===== src/rtl/digit_scan_ctrl.sv =====
// ---------------------------------------------------------------------------
// digit_scan_ctrl
//
// Multiplexed seven-segment display scan controller. It runs from the system
// clock and steps a one-hot common-anode enable across DIGITS positions. Each
// position is held for DWELL clock cycles before the scan moves on. It also
// exports the index of the active digit, which drives the segment-data mux.
//
// Extra behaviour on top of a plain ring scanner:
//   - blank_mask forces individual anodes off. A blanked digit still takes its
//     full dwell slot, so the frame period is always DIGITS*DWELL cycles.
//   - enable freezes the scan position.
//   - frame_tick pulses for one cycle each time the index wraps to 0.
//
// Optional feature, selected by the compile-time macro SCAN_GHOST_GUARD_EN:
//   When the macro is defined, every anode is off during the first cycle
//   (cnt == 0) of each digit slot. This dead time stops ghosting. digit_sel
//   changes at the start of that gap, so the segment data has settled before
//   the new anode turns on. The gap needs DWELL >= 2.
//
// Parameters:
//   DIGITS     : number of digit positions, 2..16
//   DWELL      : cycles per digit, 1..65536 (>= 2 with SCAN_GHOST_GUARD_EN)
//   ACTIVE_LOW : 1 = anode active at 0, 0 = anode active at 1
//   SELW       : derived width of digit_sel; leave at its default
//
// Ports:
//   clock      in   1       system clock, all state updates on rising edge
//   reset      in   1       synchronous active-high reset
//   enable     in   1       scan advance enable; low freezes cnt and idx
//   blank_mask in   DIGITS  bit i = 1 forces anode i inactive
//   anode      out  DIGITS  registered anode drive, at most one bit active
//   digit_sel  out  SELW    registered index of the current digit
//   frame_tick out  1       registered one-cycle pulse when the index wraps
// ---------------------------------------------------------------------------
module digit_scan_ctrl #(
    parameter int DIGITS     = 4,
    parameter int DWELL      = 4,
    parameter bit ACTIVE_LOW = 1'b1,
    parameter int SELW       = $clog2(DIGITS)
) (
    input  logic              clock,
    input  logic              reset,
    input  logic              enable,
    input  logic [DIGITS-1:0] blank_mask,
    output logic [DIGITS-1:0] anode,
    output logic [SELW-1:0]   digit_sel,
    output logic              frame_tick
);

    // A one-bit counter is kept when DWELL = 1. Its maximum value is 0, so
    // every enabled cycle is a dwell boundary.
    localparam int CNTW = (DWELL > 1) ? $clog2(DWELL) : 1;

    localparam logic [CNTW-1:0] CNT_MAX = CNTW'(DWELL - 1);
    localparam logic [SELW-1:0] IDX_MAX = SELW'(DIGITS - 1);

`ifdef SCAN_GHOST_GUARD_EN
    localparam bit GHOST_GUARD = 1'b1;
`else
    localparam bit GHOST_GUARD = 1'b0;
`endif

    // Reject illegal configurations at elaboration time.
    if (DIGITS < 2 || DIGITS > 16) begin : g_bad_digits
        $fatal(1, "digit_scan_ctrl: DIGITS must be in 2..16");
    end
    if (DWELL < 1 || DWELL > 65536) begin : g_bad_dwell
        $fatal(1, "digit_scan_ctrl: DWELL must be in 1..65536");
    end
    if (GHOST_GUARD && DWELL < 2) begin : g_bad_guard
        $fatal(1, "digit_scan_ctrl: ghost guard requires DWELL >= 2");
    end

    // ------------------------------------------------------------------
    // State
    // ------------------------------------------------------------------
    logic [CNTW-1:0]   cnt_q, cnt_d;
    logic [SELW-1:0]   idx_q, idx_d;
    logic              tick_d;
    logic [DIGITS-1:0] anode_q, anode_d;

    // Anode pattern for a given position: the active digit is idx, unless
    // that digit is blanked or the ghost-guard gap is open (cnt == 0).
    // The polarity is applied last, so the inactive level is the same for
    // every bit.
    function automatic logic [DIGITS-1:0] decode_anode(
        input logic [SELW-1:0]   idx,
        input logic [CNTW-1:0]   cnt,
        input logic [DIGITS-1:0] mask
    );
        logic [DIGITS-1:0] act;
        act = '0;
        for (int k = 0; k < DIGITS; k++) begin
            act[k] = (idx == SELW'(k)) && !mask[k];
        end
        if (GHOST_GUARD && cnt == '0) begin
            act = '0;
        end
        return ACTIVE_LOW ? ~act : act;
    endfunction

    // ------------------------------------------------------------------
    // Next-state logic
    // ------------------------------------------------------------------
    always_comb begin
        // NOTE: every output of this block gets a default before any
        // branch. A path that left one unassigned would infer a latch.
        cnt_d  = cnt_q;
        idx_d  = idx_q;
        tick_d = 1'b0;

        if (enable) begin
            if (cnt_q != CNT_MAX) begin
                cnt_d = cnt_q + CNTW'(1);
            end else begin
                cnt_d = '0;
                // Wrap by explicit compare-and-clear. With a DIGITS that
                // is not a power of 2, idx never reaches the unused codes.
                if (idx_q == IDX_MAX) begin
                    idx_d  = '0;
                    tick_d = 1'b1;
                end else begin
                    idx_d = idx_q + SELW'(1);
                end
            end
        end

        // The anode register is loaded from the next-state values. This
        // keeps anode, digit_sel and frame_tick aligned on the same edge.
        // While enable is low, the anode still follows blank_mask.
        anode_d = decode_anode(idx_d, cnt_d, blank_mask);
    end

    // ------------------------------------------------------------------
    // Registers (synchronous reset)
    // ------------------------------------------------------------------
    always_ff @(posedge clock) begin
        // NOTE: sequential state uses non-blocking assignments only. All
        // registers then sample the values from before the edge.
        if (reset) begin
            cnt_q      <= '0;
            idx_q      <= '0;
            frame_tick <= 1'b0;
            // The reset anode value still depends on blank_mask[0], and on
            // the ghost gap when the guard is compiled in.
            anode_q    <= decode_anode('0, '0, blank_mask);
        end else begin
            cnt_q      <= cnt_d;
            idx_q      <= idx_d;
            frame_tick <= tick_d;
            anode_q    <= anode_d;
        end
    end

    assign anode     = anode_q;
    assign digit_sel = idx_q;

endmodule


===== config.mk =====
export PLATFORM = sky130hd
export DESIGN_NAME = digit_scan_ctrl
export DESIGN_NICKNAME = d
export VERILOG_FILES = /design/src/rtl/digit_scan_ctrl.sv
export SDC_FILE = /design/constraint.sdc
export NUM_CORES = 1
export LEC_CHECK = 0
export CAP_MARGIN = 10
export CORE_AREA = 2 2 39 41
export DETAILED_ROUTE_END_ITERATION = 16
export DIE_AREA = 0 0 41 43
export GPL_TIMING_DRIVEN = 0
export SLEW_MARGIN = 0
export SYNTH_ARGS = -nofsm -noshare
export SYNTH_HDL_FRONTEND = slang
export SYNTH_SLANG_ARGS = --single-unit

===== constraint.sdc =====
create_clock -name clock -period 1.8 [get_ports clock]
set_input_delay 0.27 -clock clock [delete_from_list [all_inputs] [get_ports clock]]
set_output_delay 0.27 -clock clock [all_outputs]
set_load 0.02 [all_outputs]

Word level (Yosys, flattened, before mapping)
Index checks and enable logic that the tools add are counted.

Equality and inequality tests: 5. Reductions and logical operators: 10. Add/subtract/negate cells: 2. Bitwise operators: 3. Mux-type cells: 6.

Operator list (count): $mux W2 (4); $eq A2 B2 Y1 const B (3); $add A2 B1 Y2 const B (2); $logic_and A1 B1 Y1 (4); $logic_not A1 Y1 (4); $mux W4 (1); $not A1 Y4 (1); $not A4 Y4 (1); $reduce_or A3 Y1 (1); $eq A2 B1 Y1 const B (1); $logic_not A2 Y1 (1); $ne A2 B2 Y1 const B (1); $mux W1 (1); $not A1 Y1 (1).

Register bits: 9. Input bits: 7.

Logic depth before layout (Yosys ltp)
Word-level depth: 8. Gate-level depth with buffers: 4.

Worst setup path before layout
No wires, ideal clock.

Kind: flip-flop to flip-flop. Start point: reg idx_q[0], in the netlist digit_sel[0]. End point: reg anode_q[3], in the netlist anode[3]. Path buffers: 0. Stages on the path, launching flop included: 5. Arrival time: 1.387 ns. Data required time: 1.665 ns. Path slack: 0.278 ns. Period minus slack after synthesis: 1.522 ns. Cell sequence: dfxtp_1 ha_1 nand4bb_1 and2_4 or4_4.

Word-level cells in the longest chain between the ends: 8. Elaborated cells on any way between the ends: 9.

Ends and longest elaborated chain: start, declared (RTL line 79) `logic [SELW-1:0] idx_q, idx_d;`; start signal, assigned (RTL line 150) `idx_q <= idx_d;`; $add A2 B1 Y2 or $eq A2 B2 Y1 (tied branches) (RTL line 124, 120); $mux W2 (RTL line 120) `if (idx_q == IDX_MAX) begin`; $mux W2 (RTL line 114) `if (cnt_q != CNT_MAX) begin`; $mux W2 * (RTL line 113) `if (enable) begin`; $eq A2 B2 Y1 * (RTL line 95) `act[k] = (idx == SELW'(k)) && !mask[k];`; $logic_and A1 B1 Y1 * (RTL line 95); $not A4 Y4 * (RTL line 100) `return ACTIVE_LOW ? ~act : act;`; $mux W4 * (RTL line 141) `if (reset) begin`; end signal, assigned (RTL line 147) `anode_q <= decode_anode('0, '0, blank_mask);`; end signal, assigned (RTL line 152) `anode_q <= anode_d;`; end, declared (RTL line 81) `logic [DIGITS-1:0] anode_q, anode_d;`.

Mark *: on every way between the ends. The rest lies on a longest branch, timed or not. A chain may end at the register's enable or synchronous reset.

Worst setup path in the final report
Start point: reg cnt_q[0]. End point: reg anode_q[3], in the netlist anode[3].

Word-level cells in the longest chain between the ends: 7.

Ends and longest elaborated chain: start, declared (RTL line 78) `logic [CNTW-1:0] cnt_q, cnt_d;`; start signal, assigned (RTL line 149) `cnt_q <= cnt_d;`; $ne A2 B2 Y1 (RTL line 114); $mux W2 (RTL line 114); $mux W2 (RTL line 113); $eq A2 B2 Y1 (RTL line 95); $logic_and A1 B1 Y1 (RTL line 95); $not A4 Y4 (RTL line 100); $mux W4 (RTL line 141).

No other way between the ends.

==> flow_summary.yaml <==
run_status:
  status: "finished, final reports clean"
logic_synthesis:
  ys_ff_latch: 9
  synth_warnings: 0
  syn_nets: 39
  avgSynthCellArea_um2: 11.8
  synth.distinct_cells: 16
  synth-seq-area-share_pct: 51.1
  yosysTopAreaCellShare_pct: 51.1
  syn_inst: 30
  syn_area_um2: 353
  yosys-top-cells-area: "dfxtp_1, ha_1, mux2i_1"
  synth_area_leader_cell: "dfxtp_1"
grt:
  grt_max_degree: 8
  grt.total_usage_pct: 9.66
  antenna_found_initial: 0
  grt_pass1_wl_um: 1090
  grt_pass1_vias: 279
  overflow: 0
min_path:
  hp-class: "input port to flip-flop"
pwr:
  power.total_w: 0.000399
  p_leak_nw: 0.210
  p_per_area_nw_per_um2: 768
  peakVddDrop_mv: 0.392
timing:
  rsz0062_at_grt: "no"
  finalMaxSlewViolations: 0
  hold_violations: 0
  slew_headroom_pct: 83.4
  worst_pin_slew_ns: 0.248
  layout_min_cycle_time_ns: 1.55
  max_freq_ghz: 0.646
  finalSetupViolations: 0
  fin_skew_ns: 0.00396
  tns_ns: 0
  min_period_over_period_pct: 86.0
clocking:
  clock_latency_ns: 0.26
  clockBufferDepth: 2
  cts_root_buffer: "clkbuf_4"
  htreeDepth: 1
  cts_buffers: 3
  post_cts_resized: 0
  cts_setup_buffers: 0
  cts_sinks: 9
  cts_tree: "yes"
  cts_hold_buf: 0
  clkTransAtPathRegs_ns: 0.06
detailed_routing:
  routed_wl_um: 652
  first_pass_iters: 3
  wire_per_inst_um: 10.5
  vias_per_cell: 4.40
  antenna_left: 0
  drc: 0
  drt_iter0_drc: 2
  via_count: 273
setup_path:
  crit_buf_inv: 0
  cp_slowest_cell: "or4_4"
  crit_fanout: 6
  endpoint_kind: "flip-flop"
  critPathRequiredTime_ns: 1.93
  critPathMaxStageDelay_ns: 0.46
  crit_type: "flip-flop to flip-flop"
  crit_chain: "ha_1 -> a21bo_1 -> and2_4 -> or4_4"
  cp_top_family: "simple AND/OR/NAND/NOR gates"
  arrival_ns: 1.68
  start_kind: "flip-flop"
cells_and_area:
  multi_input_comb_area_um2: 161
  antennaDiodeCount: 0
  syn2layout_area_growth_pct: 47.2
  seq_area_um2: 180
  drive_above_1_share_pct: 17.4
  fillCellCount: 147
  finalNetCount: 56
placed_design:
  numPortBuffers: 12
  place.gp.congestion: 0.644
die:
  dieArea_um2: 1760
  die_x_um: 41
  core-area_um2: 1380
  io_pins: 14
  die_y_um: 43
  start_util_pct: 25.5
  rows: 14
run:
  drv_cap: 0
==> registers in the layout (all words and copies together), names as in the netlist <==
signal      count
anode           4
cnt_q           2
digit_sel       2
frame_tick      1
==> cells in the mapped netlist <==
master and number:
nand3b_1 2, a21oi_1 2, and4b_2 1, ha_1 2, nand4bb_1 1, and2_4 1
or3_1 1, or4_4 1, a21bo_1 1, nor2_1 3, mux2i_1 2, buf_6 1
and2_1 1, a21bo_2 1, nand3_1 1, dfxtp_1 9
==> stage by stage <==
stage | cells | hold slack (ns) | setup WS, ns | util [%] | area [µm²]
finish | 62 | 0.285 | 0.252 | 37.5 | 519
global route | 62 | 0.292 | 0.198 | 37.5 | 519
CTS | 62 | 0.282 | 0.239 | 37.5 | 519
detailed placement | 58 | 0.501 | 0.251 | 35.6 | 493
global placement | 58 | 0.480 | 0.268 | 35.6 | 493
floorplan | 30 | 0.342 | 0.278 | - | 353
==> where the power goes <==
group | switching [W] | internal [W] | total, W | leakage (nW)
Clock | 0.0000658 | 0.0000851 | 0.000151 | 0.0150
Combinational | 0.0000150 | 0.0000242 | 0.0000392 | 0.122
Sequential | 0.00000336 | 0.000205 | 0.000209 | 0.0734
==> placed cells by master, fill, tap and decap left out <==
master / instances
or3_1: 1
a21oi_1: 2
buf_6: 1
clkbuf_1: 1
and2_4: 1
a21bo_1: 1
ha_1: 2
and4b_2: 1
clkbuf_4: 3
clkdlybuf4s50_1: 12
nand4bb_1: 1
nand3_1: 1
mux2i_1: 2
nand3b_1: 2
or4_4: 1
and2_1: 1
a21bo_2: 1
dfxtp_1: 9
nor2_1: 3
==> path summary, 6_finish.rpt <==
check	start	depth (start not counted)	end	slack, ns
worst max-delay path	cnt_q[0]$_SDFFE_PP0P_	4	anode[3]$_SDFF_PP1_	0.25
worst min-delay path	enable	3	cnt_q[0]$_SDFFE_PP0P_	0.29
worst max register to register	cnt_q[0]$_SDFFE_PP0P_	4	anode[3]$_SDFF_PP1_	0.25
worst min register to register	cnt_q[1]$_SDFFE_PP0P_	2	cnt_q[1]$_SDFFE_PP0P_	0.50
==> worst reg2reg max path, cell delays in order (launching register included) <==
cell and delay (ns):
dfxtp_1 0.33, ha_1 0.27, a21bo_1 0.22, and2_4 0.16
or4_4 0.46
==> cell families (layout without fill, tap and decap cells) <==
logic type | after synthesis | after routing | synth area share, %
simple gates | 12 | 12 | 24.5
flops | 9 | 9 | 51.1
compound gates | 4 | 4 | 8.51
fa+ha+maj | 2 | 2 | 7.09
mux | 2 | 2 | 5.67
buf+inv | 1 | 17 | 3.19
==> metal layers <==
layer | up-vias | global-route usage [%] | routed length [µm]
met3 | 0 | 7.85 | 49
li1 | 139 | - | -
met5 | - | 0 | 0
met2 | 10 | 13.1 | 292
met1 | 124 | 10.7 | 309
met4 | 0 | 4.00 | 0
==> final cells by class <==
class | count | share of cell area [%]
flip-flops and latches | 9 | 34.7
multi-input cells | 20 | 31.1
repair buffers | 12 | 23.1
clock buffers | 4 | 5.06
well taps | 16 | 3.86
plain buffers | 1 | 2.17
No activity file was read; power rests on OpenSTA's default activity.
